===== config.mk =====
export PLATFORM = sky130hd
export DESIGN_NAME = instruction_fetch_buffer
export DESIGN_NICKNAME = d
export VERILOG_FILES = /design/src/rtl/ifb_pkg.sv /design/src/rtl/ifb_fifo.sv /design/src/rtl/instruction_fetch_buffer.sv
export SDC_FILE = /design/constraint.sdc
export NUM_CORES = 1
export LEC_CHECK = 0
export ABC_AREA = 1
export CAP_MARGIN = 20
export CORE_ASPECT_RATIO = 1.4
export CORE_MARGIN = 2
export CORE_UTILIZATION = 35
export CTS_BUF_LIST = sky130_fd_sc_hd__clkbuf_4 sky130_fd_sc_hd__clkbuf_8 sky130_fd_sc_hd__clkbuf_16
export DETAILED_ROUTE_END_ITERATION = 7
export GPL_ROUTABILITY_DRIVEN = 0
export HOLD_SLACK_MARGIN = 0.06
export PLACE_DENSITY = 0.63
export SETUP_SLACK_MARGIN = 0.2
export SLEW_MARGIN = 20
export SYNTH_ARGS = -nofsm -noshare
export SYNTH_HDL_FRONTEND = slang
export SYNTH_SLANG_ARGS = --single-unit

===== constraint.sdc =====
create_clock -name clk -period 4 [get_ports clk]
set_input_delay 0.6 -clock clk [delete_from_list [all_inputs] [get_ports clk]]
set_output_delay 0.6 -clock clk [all_outputs]
set_load 0.02 [all_outputs]

===== src/rtl/ifb_pkg.sv =====
// Shared types and sizing helpers for the instruction fetch buffer.
// Latency: none, declarations only.
// Backpressure: none, declarations only.
package ifb_pkg;

    // Default field widths; the top module exposes these as overridable parameters.
    localparam int IFB_WORD_W   = 8;
    localparam int IFB_OPCODE_W = 4;
    localparam int IFB_PC_W     = 8;
    localparam int IFB_DEPTH    = 4;
    localparam int IFB_INSTR_W  = IFB_OPCODE_W + IFB_WORD_W;

    // One prefetched instruction together with the address it was fetched from.
    typedef struct packed {
        logic [IFB_PC_W-1:0]    pc;
        logic [IFB_INSTR_W-1:0] instr;
    } fetch_entry_t;

    // Occupancy counters must be able to hold the value DEPTH itself.
    function automatic int cnt_w(input int depth);
        return $clog2(depth) + 1;
    endfunction

    // Read/write pointers index DEPTH slots and wrap naturally (DEPTH is a power of two).
    function automatic int ptr_w(input int depth);
        return (depth > 1) ? $clog2(depth) : 1;
    endfunction

endpackage


===== src/rtl/ifb_fifo.sv =====
// Prefetch queue: DEPTH-entry synchronous FIFO of fetch entries with flush and occupancy count.
// Latency: a pushed entry is visible at the head one cycle after the push edge.
// Backpressure: push into a full FIFO is ignored unless a pop happens in the same cycle.
module ifb_fifo
    import ifb_pkg::*;
#(
    parameter  int  DEPTH   = IFB_DEPTH,
    parameter  type entry_t = fetch_entry_t,
    localparam int  PTR_W   = ptr_w(DEPTH),
    localparam int  CNT_W   = cnt_w(DEPTH)
) (
    input  logic             clk,
    input  logic             reset,
    input  logic             i_flush,
    input  logic             i_push,
    input  entry_t           i_push_dat,
    input  logic             i_pop,
    output entry_t           o_head_dat,
    output logic             o_empty,
    output logic [CNT_W-1:0] o_count
);

    entry_t           r_mem [DEPTH];
    logic [PTR_W-1:0] r_wr_ptr;
    logic [PTR_W-1:0] r_rd_ptr;
    logic [CNT_W-1:0] r_count;

    logic             w_full;
    logic             w_do_pop;
    logic             w_do_push;

    // Pop is evaluated first, so a full FIFO can accept a push in the same cycle it pops.
    always_comb begin
        w_full    = (r_count == CNT_W'(DEPTH));
        w_do_pop  = i_pop && (r_count != '0);
        w_do_push = i_push && (!w_full || w_do_pop);
    end

    // Pointer and occupancy bookkeeping; flush empties the queue in one cycle.
    always_ff @(posedge clk) begin
        if (reset || i_flush) begin
            r_wr_ptr <= '0;
            r_rd_ptr <= '0;
            r_count  <= '0;
        end else begin
            if (w_do_push) begin
                r_wr_ptr <= r_wr_ptr + PTR_W'(1);
            end
            if (w_do_pop) begin
                r_rd_ptr <= r_rd_ptr + PTR_W'(1);
            end
            r_count <= r_count + CNT_W'(w_do_push) - CNT_W'(w_do_pop);
        end
    end

    // Entry storage; contents of empty slots are never observed, so no reset is needed.
    always_ff @(posedge clk) begin
        if (w_do_push && !i_flush && !reset) begin
            r_mem[r_wr_ptr] <= i_push_dat;
        end
    end

    assign o_head_dat = r_mem[r_rd_ptr];
    assign o_empty    = (r_count == '0);
    assign o_count    = r_count;

endmodule


===== src/rtl/instruction_fetch_buffer.sv =====
// Fetch stage: issues sequential imem requests, queues in-order responses, loads IR on ld_instr; IFB_BYPASS_EN lets a response load IR directly.
// Latency: zero-wait memory gives request in cycle 1 after reset, FIFO write at edge 2, IR load at edge 3 (edge 2 with bypass).
// Backpressure: requests stop while queued plus in-flight entries would exceed DEPTH; ld_instr with nothing available raises stall.
module instruction_fetch_buffer
    import ifb_pkg::*;
#(
    parameter  int WORD_W   = IFB_WORD_W,
    parameter  int OPCODE_W = IFB_OPCODE_W,
    parameter  int PC_W     = IFB_PC_W,
    parameter  int DEPTH    = IFB_DEPTH,
    localparam int INSTR_W  = OPCODE_W + WORD_W,
    localparam int CNT_W    = cnt_w(DEPTH)
) (
    input  logic                clk,
    input  logic                reset,
    input  logic                ce,
    input  logic                ld_instr,
    input  logic                pc_load,
    input  logic [PC_W-1:0]     pc_load_value,
    output logic                imem_req,
    output logic [PC_W-1:0]     imem_addr,
    input  logic                imem_ready,
    input  logic                imem_rvalid,
    input  logic [INSTR_W-1:0]  imem_rdata,
    output logic                ir_valid,
    output logic [OPCODE_W-1:0] instruction_code,
    output logic [WORD_W-1:0]   instruction_value,
    output logic [PC_W-1:0]     ir_pc,
    output logic                stall,
    output logic [CNT_W-1:0]    fifo_count
);

    // Queue entry sized from this instance's parameters.
    typedef struct packed {
        logic [PC_W-1:0]    pc;
        logic [INSTR_W-1:0] instr;
    } entry_t;

    // Architectural state.
    logic [PC_W-1:0]    r_pc;            // next address to request
    logic [PC_W-1:0]    r_ret_pc;        // address tag of the next kept response
    logic [CNT_W-1:0]   r_outstanding;   // accepted requests not yet returned
    logic [CNT_W-1:0]   r_drop;          // in-flight responses belonging to a flushed stream
    logic [INSTR_W-1:0] r_ir;
    logic [PC_W-1:0]    r_ir_pc;
    logic               r_ir_valid;

    // Per-cycle decisions.
    logic               w_req;
    logic               w_accept;
    logic               w_rsp;
    logic               w_rsp_keep;
    logic               w_rsp_drop;
    logic               w_bypass;
    logic               w_push;
    logic               w_pop;
    logic               w_stall;
    logic [CNT_W:0]     w_occupancy;
    logic [CNT_W-1:0]   w_outstanding_nxt;
    logic [CNT_W-1:0]   w_fifo_count;
    logic               w_fifo_empty;
    entry_t             w_push_dat;
    entry_t             w_head_dat;

    // Direct response-to-IR path, only when the queue is empty and the response is live.
`ifdef IFB_BYPASS_EN
    assign w_bypass = w_rsp_keep && ld_instr && !pc_load && w_fifo_empty;
`else
    assign w_bypass = 1'b0;
`endif

    // Request issue, response classification, queue control and stall.
    always_comb begin
        w_occupancy       = {1'b0, w_fifo_count} + {1'b0, r_outstanding};
        // Reserving a slot per in-flight request guarantees every response has room.
        w_req             = !reset && ce && (w_occupancy < (CNT_W+1)'(DEPTH));
        w_accept          = w_req && imem_ready;
        // A response with nothing outstanding is a protocol error and is ignored.
        w_rsp             = imem_rvalid && (r_outstanding != '0);
        w_rsp_keep        = w_rsp && (r_drop == '0);
        w_rsp_drop        = w_rsp && (r_drop != '0);
        w_outstanding_nxt = r_outstanding + CNT_W'(w_accept) - CNT_W'(w_rsp);
        w_push            = w_rsp_keep && !w_bypass && !pc_load;
        w_push_dat.pc     = r_ret_pc;
        w_push_dat.instr  = imem_rdata;
        // Redirect outranks a load request in the same cycle.
        w_pop             = ld_instr && !pc_load && !w_fifo_empty;
        w_stall           = ld_instr && !pc_load && !reset && w_fifo_empty && !w_bypass;
    end

    ifb_fifo #(
        .DEPTH   (DEPTH),
        .entry_t (entry_t)
    ) u_fifo (
        .clk        (clk),
        .reset      (reset),
        .i_flush    (pc_load),
        .i_push     (w_push),
        .i_push_dat (w_push_dat),
        .i_pop      (w_pop),
        .o_head_dat (w_head_dat),
        .o_empty    (w_fifo_empty),
        .o_count    (w_fifo_count)
    );

    // Fetch address: advance on each accepted request, jump on redirect.
    always_ff @(posedge clk) begin
        if (reset) begin
            r_pc <= '0;
        end else if (pc_load) begin
            r_pc <= pc_load_value;
        end else if (w_accept) begin
            r_pc <= r_pc + PC_W'(1);
        end
    end

    // Return tag: follows kept responses so each queued entry carries its own address.
    always_ff @(posedge clk) begin
        if (reset) begin
            r_ret_pc <= '0;
        end else if (pc_load) begin
            r_ret_pc <= pc_load_value;
        end else if (w_rsp_keep) begin
            r_ret_pc <= r_ret_pc + PC_W'(1);
        end
    end

    // In-flight accounting; on redirect everything still in flight (including this cycle's accept) is marked for discard.
    always_ff @(posedge clk) begin
        if (reset) begin
            r_outstanding <= '0;
            r_drop        <= '0;
        end else begin
            r_outstanding <= w_outstanding_nxt;
            if (pc_load) begin
                r_drop <= w_outstanding_nxt;
            end else if (w_rsp_drop) begin
                r_drop <= r_drop - CNT_W'(1);
            end
        end
    end

    // Instruction register: load from queue head or bypass; redirect invalidates it.
    always_ff @(posedge clk) begin
        if (reset) begin
            r_ir       <= '0;
            r_ir_pc    <= '0;
            r_ir_valid <= 1'b0;
        end else if (pc_load) begin
            r_ir_valid <= 1'b0;
        end else if (w_pop) begin
            r_ir       <= w_head_dat.instr;
            r_ir_pc    <= w_head_dat.pc;
            r_ir_valid <= 1'b1;
        end else if (w_bypass) begin
            r_ir       <= imem_rdata;
            r_ir_pc    <= r_ret_pc;
            r_ir_valid <= 1'b1;
        end
    end

    assign imem_req          = w_req;
    assign imem_addr         = r_pc;
    assign ir_valid          = r_ir_valid;
    assign instruction_code  = r_ir[INSTR_W-1:WORD_W];
    assign instruction_value = r_ir[WORD_W-1:0];
    assign ir_pc             = r_ir_pc;
    assign stall             = w_stall;
    assign fifo_count        = w_fifo_count;

endmodule


==> impl_results.md <==
* Status: finished clean
* Slowest cell on the critical path: clkdlybuf4s50_1
* Placed cell area at 6340 µm²
* Pre-CTS WS at 960 ps
* RR Startpoint: u_fifo.o_count[2]
* Detail Route Antenna Nets at 0
* Sequential Area at 3400 µm²
* # fillers at about 1,400
* Core Region at 15,500 µm²
* TritonCTS Buffers at 17
* Final instance area at 6930 µm²
* Final setup TNS at 0 ps
* Num Clock Sinks at 130
* Top-count cell post-synth: nor2_1
* Synthesized flop and latch total at between 100 and 150
* YS warnings at 0
* Syn Area/Cell at 9.81 µm²
* Commonest cells in the netlist: nor2_1, edfxtp_1, o21ai_0, nand2_1, dfxtp_1
* Synthesized area at 5520 µm²
* Clock Tree Root: clkbuf_16
* Clk_skew at 10.7 ps
* Number of global-route vias before repair at 4,129
* TritonRoute pass-1 iters at 5
* Buffers added on ports at 60
* Fin crit share at 69.8%
* PD cells at 498 nW/µm²
* P&R area growth vs syn at 25.5%
* Tmin final at 2790 ps
* Worst hold path type: reg -> reg
* H-Tree Depth at 4
* Crit start category: primary input
* Maximum vdd drop at about 0.32 mV
* R2R Setup Slk at 1500 ps
* GR Util All Layers at ~15%
* Initial core utilization at 35.5%
* ANT cells at 0
* Critical Path Source: pc_load
* 1st-iter DRT viols at around 130
* Total wire length at 12,100 µm
* Hold Vio Cnt, Final at 0
* Global-route wire length before repair at around 20,000 µm
* CP Class: in -> out
* Final setup viols at 0
* Multi-input logic area at ~1800 µm²
* Asr flop ratio synth at 0%
* CTS Buffer Depth at 2
* Die W at between 100 and 150 µm
* Post-CTS sizing at 0
* Largest net degree at the start of global routing at 44
* Critical path endpoint category: output pin
* Post-synth top flop: edfxtp_1
* Worst slew pin tran at 845 ps
* Cell count after synthesis at 563
* Worst EP arrival at 2190 ps
* Layout net count at between 600 and 700
* Setup bufs post-CTS at 0
* WP data required at 3400 ps
* Slew headroom at between 40% and 50%
* Yosys cell types at 32
* Fmax at 358 MHz
* CP Max Fanout at 17
* Vias at 4,001
* DR vias/cell at 4.78
* Critical Path Max Stage Delay at 630 ps
* Die ar. at 16,800 µm²
* DR WL/cell at 14.4 µm
* Synth Net Count at 606
* TritonCTS clock tree: yes
* Share of cells above drive strength 1 at 9.20%
* I/O Pins at 61
* Hold Buf Count CTS at 0
* Worst Setup Slack, final at 1210 ps
* Cell Chain, Critical Path: clkdlybuf4s50_1 -> clkinv_2 -> nand2_2 -> nor3_1 -> clkdlybuf4s50_1
* CP Capture Point: stall
* Max-cap violations at 0
* EDFF count, synth at 80
* Top cell type's share of synthesized area at a little over two fifths
* Critical R2R Capture: r_drop[2]
* Initial antenna violation count at 0
* Skew-Pair Late Insertion Delay at about 410 ps
* Die H at 153 µm
* Clk pin slew, worst setup/hold paths at 50 ps
* Rows at 54
* Largest area contributor in the netlist: edfxtp_1
* Number of remaining DRC errors at 0
* Synth area leaders: edfxtp_1, dfxtp_1, nor2_1
* Sequential-to-total area share from yosys stat at roughly 60%
* Max-slew violations at 0
* Gr ovfl total at 0
* Cell mode on critical path: clkdlybuf4s50_1
* RSZ-0062 raised after global routing: false
* Worst hold slack at 495 ps
* Reg2reg path depth at 14
* Lkg Pwr at 0.00265 µW
* HPWL after DPL at 7690 µm
==> area by class of cell <==
type,instances,area share (%)
Sequential cell,130,49.1
Multi-Input combinational cell,356,26.1
Timing Repair Buffer,71,9.86
Clock buffer,23,6.79
Tap cell,196,3.54
Inverter,53,2.89
Clock inverter,8,1.63
==> worst min-delay path by stage <==
stage	start	endpoint	slack (ps)	cells past startpoint
floorplan	u_fifo.r_wr_ptr[0]	u_fifo.r_wr_ptr[0]	470	2
global placement	ir_valid	ir_valid	480	2
detailed placement	ir_valid	ir_valid	490	2
CTS	ir_valid	ir_valid	500	2
global route	u_fifo.r_wr_ptr[0]	u_fifo.r_wr_ptr[0]	540	2
finish	ir_valid	ir_valid	490	2
==> metrics by stage <==
step                power, µW  util, %  instances
floorplan                1810        -        563
global placement         1940     40.8        806
detailed placement       1950     40.8        806
CTS                      3470     44.6        837
global route             3590     44.6        837
finish                   3450     44.6        837
==> cell families after synthesis <==
logic type	after synthesis	synth area share (%)
AO/OA/AOI/OAI	119	11.6
buffers and inverters	77	5.73
flip-flops	130	61.6
XOR/XNOR	3	0.476
AND/OR/NAND/NOR	218	16.6
adder cells (fa/ha/maj)	16	3.90
==> worst max-delay path, delay by kind of cell <==
kind | cells | cell delay (ps)
simple gates | 2 | 300
buf+inv | 3 | 1300
==> metal layers <==
layer,wire length (µm),GRT usage [%]
met2,6280,26.6
met3,611,4.45
met1,5010,17.7
met5,0,0
met4,164,6.13
==> cell usage in the layout, fill, tap and decap left out, drive strengths merged <==
cell type        n
a21boi           1
a21oi           15
a31oi           20
and2             1
buf             11
bufinv           3
clkbuf          23
clkdlybuf4s50   60
clkinv           6
dfxtp           50
edfxtp          80
fa               2
ha              14
inv             52
nand2           61
nand3           27
nand3b           2
nand4            3
nor2           120
nor3             4
o21ai           80
o21bai           3
xnor2            1
xor2             2
==> sequential cells by signal, indices dropped and copies added, names as in the netlist <==
register	cells
r_ret_pc	8
r_ir	12
ir_pc	8
r_outstanding	3
ir_valid	1
u_fifo.r_rd_ptr	2
u_fifo.r_mem	80
u_fifo.r_wr_ptr	2
r_drop	3
u_fifo.o_count	3
imem_addr	8
==> power by group <==
group	internal [µW]	switching [µW]	leakage, µW
logic	158	231	0.00122
clock network	1010	513	0.000294
registers	1490	49.4	0.00113
total	2650	793	0.00265
Note: power is estimated with default switching activity, not from simulation.
